**src/rtl/unified_mem_arbiter_pkg.sv**
```systemverilog
// Shared types for the unified instruction/data memory arbiter.
package unified_mem_arbiter_pkg;

  typedef enum logic [1:0] {
    ST_IDLE  = 2'd0,
    ST_ISSUE = 2'd1,
    ST_DATA  = 2'd2,
    ST_COOL  = 2'd3
  } state_e;

  typedef enum logic {
    GRANT_I = 1'b0,
    GRANT_D = 1'b1
  } grant_e;

  localparam logic DIR_WRITE = 1'b1;

endpackage

```
**src/rtl/unified_mem_arbiter_rr_arb2.sv**
```systemverilog
// Two-input round-robin chooser; the last grant is committed only while the
// enable (FSM in IDLE) is high and some request is present.
module unified_mem_arbiter_rr_arb2
  import unified_mem_arbiter_pkg::*;
(
  input  logic   clk,
  input  logic   rst_n,
  input  logic   en_i,
  input  logic   i_req_i,
  input  logic   d_req_i,
  output grant_e grant_o
);

  grant_e last_q;

  always_comb begin
    grant_o = GRANT_I;
    if (i_req_i && d_req_i) begin
      grant_o = (last_q == GRANT_I) ? GRANT_D : GRANT_I;
    end else if (d_req_i) begin
      grant_o = GRANT_D;
    end
  end

  always_ff @(posedge clk or negedge rst_n) begin
    if (!rst_n) begin
      last_q <= GRANT_I;
    end else if (en_i && (i_req_i || d_req_i)) begin
      last_q <= grant_o;
    end
  end

endmodule

```
**src/rtl/unified_mem_arbiter.sv**
```systemverilog
// Shares one single-port byte RAM between the instruction fetch and tape
// data ports; one transaction in flight, four cycles per transaction.
module unified_mem_arbiter
  import unified_mem_arbiter_pkg::*;
#(
  parameter int                MEM_AW = 11,
  parameter logic [MEM_AW-1:0] D_BASE = 'h700
) (
  input  logic              clk,
  input  logic              rst_n,
  input  logic              i_req,
  input  logic [15:0]       i_addr,
  output logic              i_ack,
  output logic [7:0]        i_rdata,
  input  logic              d_req,
  input  logic              d_dir,
  input  logic [7:0]        d_addr,
  input  logic [7:0]        d_wdata,
  output logic              d_ack,
  output logic [7:0]        d_rdata,
  output logic              mem_en,
  output logic              mem_we,
  output logic [MEM_AW-1:0] mem_addr,
  output logic [7:0]        mem_wdata,
  input  logic [7:0]        mem_rdata
);

  state_e            state_q;
  grant_e            gnt;
  grant_e            gnt_q;
  logic              oor_q;
  logic              dwr_q;
  logic              i_ack_q;
  logic              d_ack_q;
  logic [7:0]        i_rdata_q;
  logic [7:0]        d_rdata_q;
  logic              mem_en_q;
  logic              mem_we_q;
  logic [MEM_AW-1:0] mem_addr_q;
  logic [7:0]        mem_wdata_q;

  // Anything at or above the tape base (including high address bits) is
  // outside program space and reads back as the end-of-program byte.
  logic              fetch_oor;
  logic [MEM_AW-1:0] d_mem_addr;
  logic              d_is_write;

  assign fetch_oor  = (i_addr >= 16'(D_BASE));
  assign d_mem_addr = D_BASE + MEM_AW'(d_addr);
  assign d_is_write = (d_dir == DIR_WRITE);

  unified_mem_arbiter_rr_arb2 u_rr_arb2 (
    .clk     (clk),
    .rst_n   (rst_n),
    .en_i    (state_q == ST_IDLE),
    .i_req_i (i_req),
    .d_req_i (d_req),
    .grant_o (gnt)
  );

  always_ff @(posedge clk or negedge rst_n) begin
    if (!rst_n) begin
      state_q     <= ST_IDLE;
      gnt_q       <= GRANT_I;
      oor_q       <= 1'b0;
      dwr_q       <= 1'b0;
      i_ack_q     <= 1'b0;
      d_ack_q     <= 1'b0;
      i_rdata_q   <= 8'h00;
      d_rdata_q   <= 8'h00;
      mem_en_q    <= 1'b0;
      mem_we_q    <= 1'b0;
      mem_addr_q  <= '0;
      mem_wdata_q <= 8'h00;
    end else begin
      case (state_q)
        ST_IDLE: begin
          if (i_req || d_req) begin
            gnt_q   <= gnt;
            state_q <= ST_ISSUE;
            if (gnt == GRANT_D) begin
              mem_en_q    <= 1'b1;
              mem_we_q    <= d_is_write;
              mem_addr_q  <= d_mem_addr;
              mem_wdata_q <= d_wdata;
              dwr_q       <= d_is_write;
              oor_q       <= 1'b0;
            end else begin
              mem_en_q    <= ~fetch_oor;
              mem_we_q    <= 1'b0;
              mem_addr_q  <= i_addr[MEM_AW-1:0];
              mem_wdata_q <= 8'h00;
              dwr_q       <= 1'b0;
              oor_q       <= fetch_oor;
            end
          end else begin
            mem_en_q <= 1'b0;
          end
        end
        ST_ISSUE: begin
          mem_en_q <= 1'b0;
          mem_we_q <= 1'b0;
          state_q  <= ST_DATA;
        end
        ST_DATA: begin
          if (gnt_q == GRANT_I) begin
            i_rdata_q <= oor_q ? 8'h00 : mem_rdata;
            i_ack_q   <= 1'b1;
          end else begin
            if (!dwr_q) begin
              d_rdata_q <= mem_rdata;
            end
            d_ack_q <= 1'b1;
          end
          state_q <= ST_COOL;
        end
        ST_COOL: begin
          // Requests are deliberately not sampled here, so a req still high
          // from the just-acked transaction is never mistaken for a new one.
          i_ack_q <= 1'b0;
          d_ack_q <= 1'b0;
          state_q <= ST_IDLE;
        end
        default: state_q <= ST_IDLE;
      endcase
    end
  end

  assign i_ack     = i_ack_q;
  assign d_ack     = d_ack_q;
  assign i_rdata   = i_rdata_q;
  assign d_rdata   = d_rdata_q;
  assign mem_en    = mem_en_q;
  assign mem_we    = mem_we_q;
  assign mem_addr  = mem_addr_q;
  assign mem_wdata = mem_wdata_q;

endmodule
```
**config.mk**
```make
export PLATFORM = sky130hd
export DESIGN_NAME = unified_mem_arbiter
export DESIGN_NICKNAME = d
export VERILOG_FILES = /design/src/rtl/unified_mem_arbiter_pkg.sv /design/src/rtl/unified_mem_arbiter_rr_arb2.sv /design/src/rtl/unified_mem_arbiter.sv
export SDC_FILE = /design/constraint.sdc
export NUM_CORES = 1
export LEC_CHECK = 0
export ABC_CLOCK_PERIOD_IN_PS = 2300
export CORE_MARGIN = 3
export CORE_UTILIZATION = 35
export CTS_CLUSTER_DIAMETER = 120
export DETAILED_ROUTE_END_ITERATION = 7
export GPL_TIMING_DRIVEN = 0
export PLACE_DENSITY = 0.69
export SLEW_MARGIN = 10
export SYNTH_ARGS = -nofsm -noshare
export SYNTH_HDL_FRONTEND = slang
export SYNTH_SLANG_ARGS = --single-unit
export TNS_END_PERCENT = 20
```
**constraint.sdc**
```tcl
create_clock -name clk -period 2.3 [get_ports clk]
set_input_delay 0.69 -clock clk [delete_from_list [all_inputs] [get_ports clk]]
set_output_delay 0.69 -clock clk [all_outputs]
set_load 0.02 [all_outputs]
```
Yosys cells after proc, flatten, opt, wreduce, memory -nomap -nowiden
Index checks and enable logic that the tools add are counted.

Memory bits (read-only): 0. Bits in writable memories: 0. Memories kept: 0. Word-level logic and storage cells: 55. Output and inout port bits: 39. Bits in latches: 0. Register bits after elaboration: 45. Input port bits: 45.

Bitwise gates (word level): 3. Add/subtract/negate cells: 1. Div/mod/pow operators: 0. $lt $le $gt $ge: 1. Mux-type cells: 19. Reduce and logical (&&, ||, !) cells: 12. Multiply operators: 0. Shifts and indexed selects: 0. Eq/ne operators: 6.

Operators with widths (number): 16-bit by 11-bit greater-or-equal comparator with 1-bit output, second input constant (1); 8-bit 2-to-1 mux (2); 11-bit 2-to-1 mux (1); 9-bit by 9-bit adder with 10-bit output, first input constant (1); 1-bit 2-to-1 mux (10); 2-bit AND reduction (5); 1-bit case mux with 2 select lines (4); 2-bit case mux with 4 select lines (1); 2-bit != test, second input constant (3); 2-bit == test, second input constant (2); 2-bit nonzero test (2); 1-bit NOT (3); 3-bit AND reduction (1); 2-bit by 1-bit == test with 1-bit output, second input constant (1); 1-bit logical AND (2); 2-bit logical NOT (1); 2-bit 2-to-1 mux (1); 1-bit logical OR (1).

Logic depth before layout (Yosys ltp)
Gate-level depths: netlist of run 1.

Depth after elaboration: 5. Depth in mapped cells: 7. Mapped depth without buffers: 5.

Cells and area by module
A second synthesis of run 1 with hierarchy kept.

Cell total of the unflattened synthesis: 184. Area total of the unflattened synthesis: 1926.8 um2.

By module, submodules not included: unified_mem_arbiter (instances 1, cells each 180, sequential area each 1101.1 um2, area each 1883.1 um2); unified_mem_arbiter_rr_arb2 (instances 1, cells each 4, sequential area each 25.0 um2, area each 43.8 um2).

Worst setup path after synthesis of run 1
Ideal clock, no wire load.

Path type: input to register. From: in i_addr[15]. To: reg oor_q. Buffers on the path: 0. Setup time: 0.128 ns. Slack: 0.649 ns. Data required time: 2.172 ns. Data arrival time: 1.523 ns. Stages on the path: 3. Cell sequence: or4_4 -> o31ai_2 -> o21ai_0.

Word-level cells in the longest chain between the ends: 2.

Ends and longest elaborated chain: start, declared (RTL line unified_mem_arbiter.sv:12) `input logic [15:0] i_addr,`; 16-bit by 11-bit greater-or-equal comparator with 1-bit output (RTL line unified_mem_arbiter.sv:48) `assign fetch_oor = (i_addr >= 16'(D_BASE));`; 1-bit 2-to-1 mux (RTL line unified_mem_arbiter.sv:81) `if (gnt == GRANT_D) begin`; end signal, assigned (RTL line unified_mem_arbiter.sv:94) `oor_q <= fetch_oor;`; end, declared (RTL line unified_mem_arbiter.sv:31) `logic oor_q;`.

Every way passes these cells. A chain may end at the register's enable or synchronous reset.

Final worst setup path of run 1
From: reg d_ack_q (netlist: d_ack). To: out d_ack.

RTL lines: start, declared (RTL line unified_mem_arbiter.sv:34) `logic d_ack_q;`; start signal, assigned (RTL line unified_mem_arbiter.sv:68) `d_ack_q <= 1'b0;`; start signal, assigned (RTL line unified_mem_arbiter.sv:113) `d_ack_q <= 1'b1;`; start signal, assigned (RTL line unified_mem_arbiter.sv:121) `d_ack_q <= 1'b0;`; end, declared (RTL line unified_mem_arbiter.sv:19) `output logic d_ack,`.

No word-level cell between the ends.

==> metrics.yaml, run 1 <==
max_freq_ghz: 0.508
synth_area_mm2: 0.00188
seq_power_share: 0.356
path_clk_slew_ns: 0.08
portBuffers: 83
ys_types: 25
grt_pass1_wl_um: 7310
ant_nets: 0
place_ws_ns: 0.159
dpl_cell_area_mm2: 0.00282
setup_ws_ns: 0.330
peakVddDrop_uv: 540
ys_warn_count: 0
tightest_slew_ns: 0.509
clock_skew_ns: 0.00768
rows: 26
hold_path.class: "in -> async"
fp.coreArea_mm2: 0.00514
syn_to_final_growth_pct: 55.0
p_leak_nw: 1.29
initial_core_util: 0.365
overflow: 0
grt_max_degree: 25
cts-root-buf: "clkbuf_8"
setup_viol: 0
maxSlewViolCount: 0
dieWidth_um: 79.3
synth_ff_type: "dfrtp_1"
syn-num-nets: 210
diodes: 0
critPathRequiredTime_ns: 1.61
postCtsHoldBufs: 0
cts_buffers: 5
synthCells: 161
avgRoutedWirePerCell_um: 13.5
switching_share: 0.375
post-route-drc-count: 0
firstDrtPassIters: 4
rr_worst_depth: 6
pwr-share-comb: 0.513
slew-limit-headroom: 0.660
place.gp.congestion: 0.704
status: "finished, final reports clean"
crit_path_end_kind: "primary output"
slowest_delay_ns: 0.62
clock_power_share: 0.131
tritoncts: "yes"
cp_num_buf_inv: 1
cp.arrival_ns: 1.28
fp.dieH_um: 79.3
postSynth.asyncResetShare: 1.00
synth_seq_cells: 44
vias_per_cell: 4.63
num_vias: 1496
cp_max_fo: 3
grt_antenna_before_repair: 0
path_cells: "clkdlybuf4s50_1"
p_sw_w: 0.00138
fin_util: 0.566
crit_cells: 1
first_global_vias: 1518
p_total_w: 0.00368
final-hold-violation-count: 0
cap_violations: 0
cts.sink_count: 44
clk_latency_ns: 0.29
synth_edf_count: 0
cts_resized: 0
path_class: "reg -> out"
intPower_w: 0.00230
nets: 301
rrSetupSlack_ns: 0.63
slowest_stage: "clkdlybuf4s50_1"
min_period_ns: 1.97
cp_top_family: "buffers and inverters"
drive_above_1_share: 0.115
min_period_over_period: 0.856
hpwl_um: 3420
post_cts_buffers: 0
p_per_area_mw_per_mm2: 1270
cp-start-kind: "flop"
rsz0062_at_grt: "no"
die_area_mm2: 0.00628
htree_levels: 2
syn_area_per_cell_um2: 11.7
ctsLongestPathBuffers: 2
grt_use_total: 0.149
synth_seq_area_share: 0.586
design_area_mm2: 0.00291
io_pins: 84
finalWirelength_um: 4350
dr.first_iter.drc_count: 61
[metrics by stage]
stage,cells,hold WS (ns),TNS [ns]
4_1_cts,323,0.378,0
2_1_floorplan,161,0.394,0
6_report,323,0.362,0
3_5_place_dp,315,0.470,0
3_3_place_gp,314,0.460,-29.35
5_1_grt,323,0.404,0
[routing by layer]
metal / GRT usage / up-vias / routed length [µm]
met3: 0.0488 / 7 / 347
met1: 0.192 / 687 / 1920
met4: 0.0464 / 0 / 50
li1: - / 747 / -
met5: 0 / - / 0
met2: 0.237 / 55 / 2040
[path summary, 6_finish.rpt]
check                       startpoint            to
min reg2reg                mem_addr[7]   mem_addr[7]
min                              rst_n         i_ack
max in group asynchronous        rst_n        mem_en
min in group clk           mem_addr[7]   mem_addr[7]
max reg2reg                 state_q[0]  mem_wdata[7]
max                              d_ack         d_ack
[area by class of cell]
| cell class | instances | area [µm²] |
|---|---|---|
| repair buffers | 84 | 853 |
| well taps | 70 | 87.6 |
| multi-input cells | 107 | 731 |
| plain buffers | 7 | 35.0 |
| fillers | 473 | 2230 |
| clock buffers | 6 | 82.6 |
| flip-flops and latches | 44 | 1100 |
| inverters | 3 | 11.3 |
| clock inverters | 2 | 10.0 |
[power groups by stage]
stage / Combinational, W / Clock (W) / Sequential, W
2_1_floorplan: 0.000683 / 0 / 0.00167
6_report: 0.00189 / 0.000484 / 0.00131
3_5_place_dp: 0.00192 / 0 / 0.00132
5_1_grt: 0.00206 / 0.000532 / 0.00136
3_3_place_gp: 0.00188 / 0 / 0.00132
4_1_cts: 0.00192 / 0.000500 / 0.00131
[cells in the final DEF, fill, tap and decap left out, types with 2 or more instances in the layout]
cell,n
clkdlybuf4s50_1,82
dfrtp_1,44
nand2_1,23
o21ai_0,22
a22o_1,11
mux2_2,10
mux2i_1,9
nand2b_1,9
nor2_1,6
clkbuf_8,6
buf_2,5
ha_1,4
inv_1,3
a31oi_1,2
clkbuf_1,2
clkinv_2,2
[cell families (layout without fill, tap and decap cells)]
logic type,Yosys count,count (layout),share of synthesized area
flops,44,44,0.586
simple gates,43,43,0.111
compound gates,41,41,0.143
mux,19,19,0.108
buf+inv,10,102,0.0247
fa+ha+maj,4,4,0.0266
[cells in the mapped netlist, types with 2 or more instances]
cell / number / area share
mux2_2: 10 / 0.060
ha_1: 4 / 0.027
nand2_1: 23 / 0.046
nand2b_1: 9 / 0.030
clkbuf_1: 2 / 0.0040
a31oi_1: 2 / 0.0067
mux2i_1: 9 / 0.048
nor2_1: 6 / 0.012
a22o_1: 11 / 0.051
dfrtp_1: 44 / 0.59
inv_1: 3 / 0.0060
buf_2: 4 / 0.011
o21ai_0: 22 / 0.059
[flip-flops by register name, summed over array words and instances (netlist names), 2 cells and up]
name	cells
mem_addr	11
d_rdata	8
mem_wdata	8
state_q	2
i_rdata	8
(Power assumes the default switching activity.)
==> inputs of run 2 (changes only) <==
ABC_CLOCK_PERIOD_IN_PS = 1600   (was 2300)
PLACE_DENSITY = 0.72   (was 0.69)
REMOVE_ABC_BUFFERS = 1   (was unset)
clock period = 1.6 ns   (was 2.3 ns; I/O delays follow)
==> run 2 against run 1 <==
The flow now finishes with violations (negative setup slack). Worst setup slack worse by 0.37 ns. Critical path depth is 3 higher. Die area stayed put. Non-clock buffer count is 1 lower. Wire length is 3.9% lower. Final cell count is 0.31% lower. Worst hold slack worse by 0.20 ns. Combinational power is 32% higher. Global-route usage is 0.69 points lower. Flip-flop and latch count stayed put. Critical path type is now in -> reg. Critical endpoint is now oor_q. Largest power group unchanged.
==> metrics.yaml, run 2 (synthesized netlist as in run 1, its figures left out) <==
pwr-share-comb: 0.477  # was 0.513
htree_levels: 2  # unchanged
rows: 26  # unchanged
path_cells: "clkdlybuf4s50_1, or4_4, o31ai_2, o21ai_0"  # was clkdlybuf4s50_1
dieWidth_um: 79.3  # unchanged
io_pins: 84  # unchanged
p_leak_nw: 1.41  # was 1.29 nW
dpl_cell_area_mm2: 0.00281  # was 0.00282 mm²
status: "finished with violations"  # was finished, final reports clean
cp.arrival_ns: 1.81  # was 1.28 ns
grt_antenna_before_repair: 0  # unchanged
p_sw_w: 0.00201  # was 0.00138 W
post-route-drc-count: 0  # unchanged
avgRoutedWirePerCell_um: 13.0  # was 13.5 µm
max_freq_ghz: 0.611
rsz0062_at_grt: "yes"  # was no
grt_use_total: 0.142  # was 0.149
hold_path.class: "in -> async"  # unchanged
cp_max_fo: 2  # was 3
final_cell_mix: "dfrtp_1 (44), clkdlybuf4s50_1 (43), dlygate4sd2_1 (39)"  # was clkdlybuf4s50_1 (82), dfrtp_1 (44), nand2_1 (23)
hpwl_um: 3140  # was 3420 µm
slowest_stage: "or4_4"  # was clkdlybuf4s50_1
intPower_w: 0.00322  # was 0.00230 W
reg2reg_to: "mem_wdata[6]"  # was mem_wdata[7]
grt_max_degree: 24  # was 25
cp-start-kind: "input port"  # was flop
cap_violations: 0  # unchanged
maxSlewViolCount: 0  # unchanged
path_clk_slew_ns: 0.08  # about the same
cts-root-buf: "clkbuf_8"  # unchanged
cts_buffers: 5  # unchanged
finalWirelength_um: 4180  # was 4350 µm
fp.coreArea_mm2: 0.00514  # unchanged
failed_checks: "negative setup slack"
first_global_vias: 1428  # was 1518
ctsLongestPathBuffers: 2  # unchanged
setup_viol: 2  # was 0
cts.sink_count: 44  # unchanged
diodes: 0  # unchanged
path_class: "in -> reg"  # was reg -> out
rr_startpoint: "state_q[0]"  # unchanged
layout_commonest_cell: "dfrtp_1"  # was clkdlybuf4s50_1
min_period_ns: 1.64
initial_core_util: 0.365  # unchanged
seq_power_share: 0.362  # was 0.356
design_area_mm2: 0.00293  # was 0.00291 mm²
regArea_mm2: 0.00110  # unchanged
slew-limit-headroom: 0.637  # was 0.660
dr.first_iter.drc_count: 39  # was 61
place_ws_ns: -0.507  # was 0.159 ns
num_vias: 1500  # was 1496
syn_to_final_growth_pct: 56.2  # was 55.0%
rrSetupSlack_ns: 0.07  # was 0.63 ns
nets: 300  # was 301
setup_ws_ns: -0.0374  # was 0.330 ns
slowest_delay_ns: 0.53  # was 0.62 ns
fin_util: 0.571  # was 0.566
tightest_slew_ns: 0.544  # was 0.509 ns
overflow: 0  # unchanged
final-hold-violation-count: 0  # unchanged
drive_above_1_share: 0.131  # was 0.115
postCtsHoldBufs: 0  # unchanged
grt_pass1_wl_um: 6940  # was 7310 µm
n_fill_cell: 510  # was 473
p_total_w: 0.00523  # was 0.00368 W
ant_nets: 0  # unchanged
p_per_area_mw_per_mm2: 1780  # was 1270 mW/mm²
crit_path_end_kind: "flop"  # was primary output
dpl.cell_count: 309  # was 315
largest_register_ffs: 11  # unchanged
peakVddDrop_uv: 631  # was 540 µV
portBuffers: 83  # unchanged
rr_worst_depth: 6  # unchanged
fp.dieH_um: 79.3  # unchanged
critPathRequiredTime_ns: 1.77  # was 1.61 ns
clock_power_share: 0.162  # was 0.131
place.gp.congestion: 0.706  # was 0.704
die_area_mm2: 0.00628  # unchanged
min_period_over_period: 1.02
vias_per_cell: 4.66  # was 4.63
firstDrtPassIters: 4  # unchanged
clk_latency_ns: 0.29  # about the same
tritoncts: "yes"  # unchanged
clock_skew_ns: 0.00468  # was 0.00768 ns
fin_cells: 322  # was 323
multi_input_area_um2: 753  # was 731 µm²
switching_share: 0.385  # was 0.375
-- run 2: cell types whose count changed in the layout (fill, tap and decap cells not counted), moves of 2 or more --
cell / before / now
buf_2: 5 / 1
clkbuf_1: 2 / 0
clkdlybuf4s50_1: 82 / 43
dlygate4sd2_1: 0 / 39
buf_4: 1 / 4
-- run 2: repair_timing --
item / 4_1_cts / 5_1_grt
buffers inserted: 4 / 1
gates resized for setup: 39 / 4
pin swaps: 1 / 0
setup endpoints to repair: 67 / 36
hold endpoints to repair: 0 / 0
-- run 2: cell type report --
class	count	share of cell area
Tap cell	70	0.0299
Clock buffer	5	0.0235
Sequential cell	44	0.375
Timing Repair Buffer	90	0.296
Inverter	3	0.00384
Multi-Input combinational cell	107	0.257
Clock inverter	3	0.0145
-- run 2: worst max-delay path, delay by kind of cell --
family                 cells  cell delay, ns
buffers and inverters      1            0.40
and+or+nand+nor            1            0.53
AOI/OAI and AO/OA          2            0.40
-- run 2: worst max-delay path by stage --
stage / cells after the start / from / slack [ns] / endpoint
after floorplan: 3 / d_req / -0.73 / mem_addr[10]
after global placement: 4 / d_req / -1.85 / mem_wdata[5]
after detailed placement: 5 / d_req / -0.51 / mem_addr[10]
after CTS: 4 / state_q[0] / -0.07 / d_rdata[2]
after global routing: 4 / i_addr[15] / -0.11 / oor_q
final: 4 / i_addr[15] / -0.04 / oor_q
-- run 2: through the flow --
stage	hold slack (ns)	TNS (ns)
global route	0.194	-0.214
floorplan	0.184	-14.61
finish	0.165	-0.0680
global placement	0.459	-93.19
CTS	0.175	-0.532
detailed placement	0.465	-8.66
-- run 2: routing by layer --
layer  vias to the layer above  track usage  part of all wire
met3                         6       0.0646              0.10
met4                         0       0.0412             0.011
met5                         -            0                 0
li1                        745            -                 -
met2                        60        0.222              0.46
met1                       689        0.176              0.42
-- run 2: power groups by stage --
| stage | sequential, W | combinational, W | clock, W |
|---|---|---|---|
| final | 0.00189 | 0.00249 | 0.000845 |
| after global routing | 0.00196 | 0.00274 | 0.000930 |
| after CTS | 0.00190 | 0.00251 | 0.000879 |
| after detailed placement | 0.00193 | 0.00271 | 0 |
| after global placement | 0.00192 | 0.00260 | 0 |
| after floorplan | 0.00242 | 0.000918 | 0 |
==> inputs of run 3 (changes only) <==
PLACE_DENSITY = unset   (was 0.72)
PLACE_DENSITY_LB_ADDON = 0.05   (was unset)
==> run 3 against run 2 <==
The run now ends clean. Die area is the same. Flip-flop and latch count unchanged. Combinational power is essentially flat. Critical path depth is the same. Register-to-register slack gained 0.05 ns. Core utilization decreased by 0.49 points. Clock skew decreased by 0.0026 ns. Worst hold slack better by 0.00081 ns. Count of clock-buffer cells in the layout up 1. Non-clock buffer count decreased by 4. Largest power group unchanged.
==> metrics.yaml, run 3 (synthesized netlist as in run 1, its figures left out) <==
rows: 26  # unchanged
vias_per_cell: 4.62  # was 4.66
first_global_vias: 1525  # was 1428
maxSlewViolCount: 0  # unchanged
status: "finished, final reports clean"  # was finished with violations
crit_cells: 4  # unchanged
final_cell_mix: "dfrtp_1 (44), clkdlybuf4s50_1 (41), dlygate4sd2_1 (41)"  # was dfrtp_1 (44), clkdlybuf4s50_1 (43), dlygate4sd2_1 (39)
tritoncts: "yes"  # unchanged
min_period_over_period: 0.962  # was 1.02
cts_buffers: 5  # unchanged
fp.coreArea_mm2: 0.00514  # unchanged
dr.first_iter.drc_count: 70  # was 39
clock_skew_ns: 0.00206  # was 0.00468 ns
whs_ns: 0.166  # was 0.165 ns
p_sw_w: 0.00201  # about the same
path_clk_slew_ns: 0.08  # about the same
min_period_ns: 1.54  # was 1.64 ns
ctsLongestPathBuffers: 2  # unchanged
slew-limit-headroom: 0.640  # was 0.637
diodes: 0  # unchanged
switching_share: 0.395  # was 0.385
slowest_stage: "or4_4"  # unchanged
cp-start-kind: "input port"  # unchanged
rr_startpoint: "state_q[1]"  # was state_q[0]
nets: 297  # was 300
die_area_mm2: 0.00628  # unchanged
grt_antenna_before_repair: 0  # unchanged
pwr-share-comb: 0.489  # was 0.477
cp.arrival_ns: 1.77  # was 1.81 ns
p_leak_nw: 1.39  # was 1.41 nW
clk_latency_ns: 0.28  # was 0.29 ns
firstDrtPassIters: 4  # unchanged
ant_nets: 0  # unchanged
finalWirelength_um: 4250  # was 4180 µm
final-hold-violation-count: 0  # unchanged
portBuffers: 83  # unchanged
initial_core_util: 0.365  # unchanged
intPower_w: 0.00308  # was 0.00322 W
cts-root-buf: "clkbuf_8"  # unchanged
critPathRequiredTime_ns: 1.83  # was 1.77 ns
avgRoutedWirePerCell_um: 13.3  # was 13.0 µm
largest_register_ffs: 11  # unchanged
hpwl_um: 3150  # was 3140 µm
reg2reg_to: "mem_wdata[7]"  # was mem_wdata[6]
cp_max_fo: 2  # unchanged
rr_worst_depth: 6  # unchanged
post-route-drc-count: 0  # unchanged
seq_power_share: 0.373  # was 0.362
peakVddDrop_uv: 602  # was 631 µV
htree_levels: 2  # unchanged
grt_use_total: 0.145  # was 0.142
grt_pass1_wl_um: 7200  # was 6940 µm
setup_viol: 0  # was 2
slowest_delay_ns: 0.55  # was 0.53 ns
tightest_slew_ns: 0.540  # was 0.544 ns
place.gp.congestion: 0.698  # was 0.706
p_total_w: 0.00509  # was 0.00523 W
cp_num_buf_inv: 1  # unchanged
cts.sink_count: 44  # unchanged
io_pins: 84  # unchanged
path_cells: "clkdlybuf4s50_1, or4_4, o31ai_4, a22o_1"  # was clkdlybuf4s50_1, or4_4, o31ai_2, o21ai_0
hold_path.class: "in -> async"  # unchanged
dieWidth_um: 79.3  # unchanged
path_class: "in -> reg"  # unchanged
cap_violations: 0  # unchanged
cp_top_family: "simple AND/OR/NAND/NOR gates"  # unchanged
layout_commonest_cell: "dfrtp_1"  # unchanged
drive_above_1_share: 0.129  # was 0.131
fp.dieH_um: 79.3  # unchanged
crit_path_end_kind: "flop"  # unchanged
grt_max_degree: 28  # was 24
overflow: 0  # unchanged
syn_to_final_growth_pct: 54.9  # was 56.2%
p_per_area_mw_per_mm2: 1750  # was 1780 mW/mm²
clock_power_share: 0.138  # was 0.162
max_freq_ghz: 0.650  # was 0.611 GHz
rrSetupSlack_ns: 0.12  # was 0.07 ns
num_vias: 1474  # was 1500
run 3: worst max path at each step:
stage | endpoint | startpoint | slack, ns
floorplan | mem_addr[10] | d_req | -0.73
global route | mem_wdata[7] | state_q[1] | -0.008
detailed placement | mem_wdata[0] | d_req | -0.40
CTS | d_rdata[7] | state_q[0] | -0.03
finish | mem_en | i_addr[15] | 0.06
global placement | mem_addr[10] | d_req | -1.87
run 3: routing by layer:
layer,routed length [µm],track usage,share of wire,vias to the layer above
li1,-,-,-,743
met1,1870,0.184,0.44,667
met2,1940,0.225,0.46,59
met3,377,0.0556,0.089,5
met4,52,0.0515,0.012,0
met5,0,0,0,-
run 3: power groups by stage:
stage / Combinational (W) / Sequential, W / Clock, W
final: 0.00249 / 0.00190 / 0.000704
after global routing: 0.00276 / 0.00197 / 0.000788
after CTS: 0.00246 / 0.00191 / 0.000736
after detailed placement: 0.00274 / 0.00194 / 0
after global placement: 0.00263 / 0.00192 / 0
after floorplan: 0.000918 / 0.00242 / 0
run 3: layout make-up:
| type | count | area, µm² |
|---|---|---|
| Clock inverter | 2 | 10.0 |
| Clock buffer | 6 | 82.6 |
| Timing Repair Buffer | 86 | 837 |
| Fill cell | 503 | 2230 |
| Multi-Input combinational cell | 108 | 779 |
| Tap cell | 70 | 87.6 |
| Inverter | 3 | 11.3 |
| Sequential cell | 44 | 1100 |
run 3: timing repair:
item / 4_1_cts / 5_1_grt
pin swaps: 1 / 2
endpoints found under the hold margin: 0 / 0
buffers inserted: 0 / 1
hold buffers: 0 / 0
setup endpoints to repair: 62 / 21
gates cloned: 0 / 1
resized for setup: 44 / 5
run 3: metrics by stage:
| step | instance area [µm²] | setup slack [ns] | cells | util | setup TNS [ns] |
|---|---|---|---|---|---|
| 2_1_floorplan | 1840 | -0.726 | 154 | - | -14.61 |
| 3_3_place_gp | 2760 | -1.87 | 307 | 0.537 | -96.58 |
| 3_5_place_dp | 2820 | -0.401 | 309 | 0.549 | -8.13 |
| 4_1_cts | 2880 | -0.0332 | 317 | 0.560 | -0.255 |
| 5_1_grt | 2910 | -0.00782 | 319 | 0.566 | -0.00782 |
| 6_report | 2910 | 0.0616 | 319 | 0.566 | 0 |
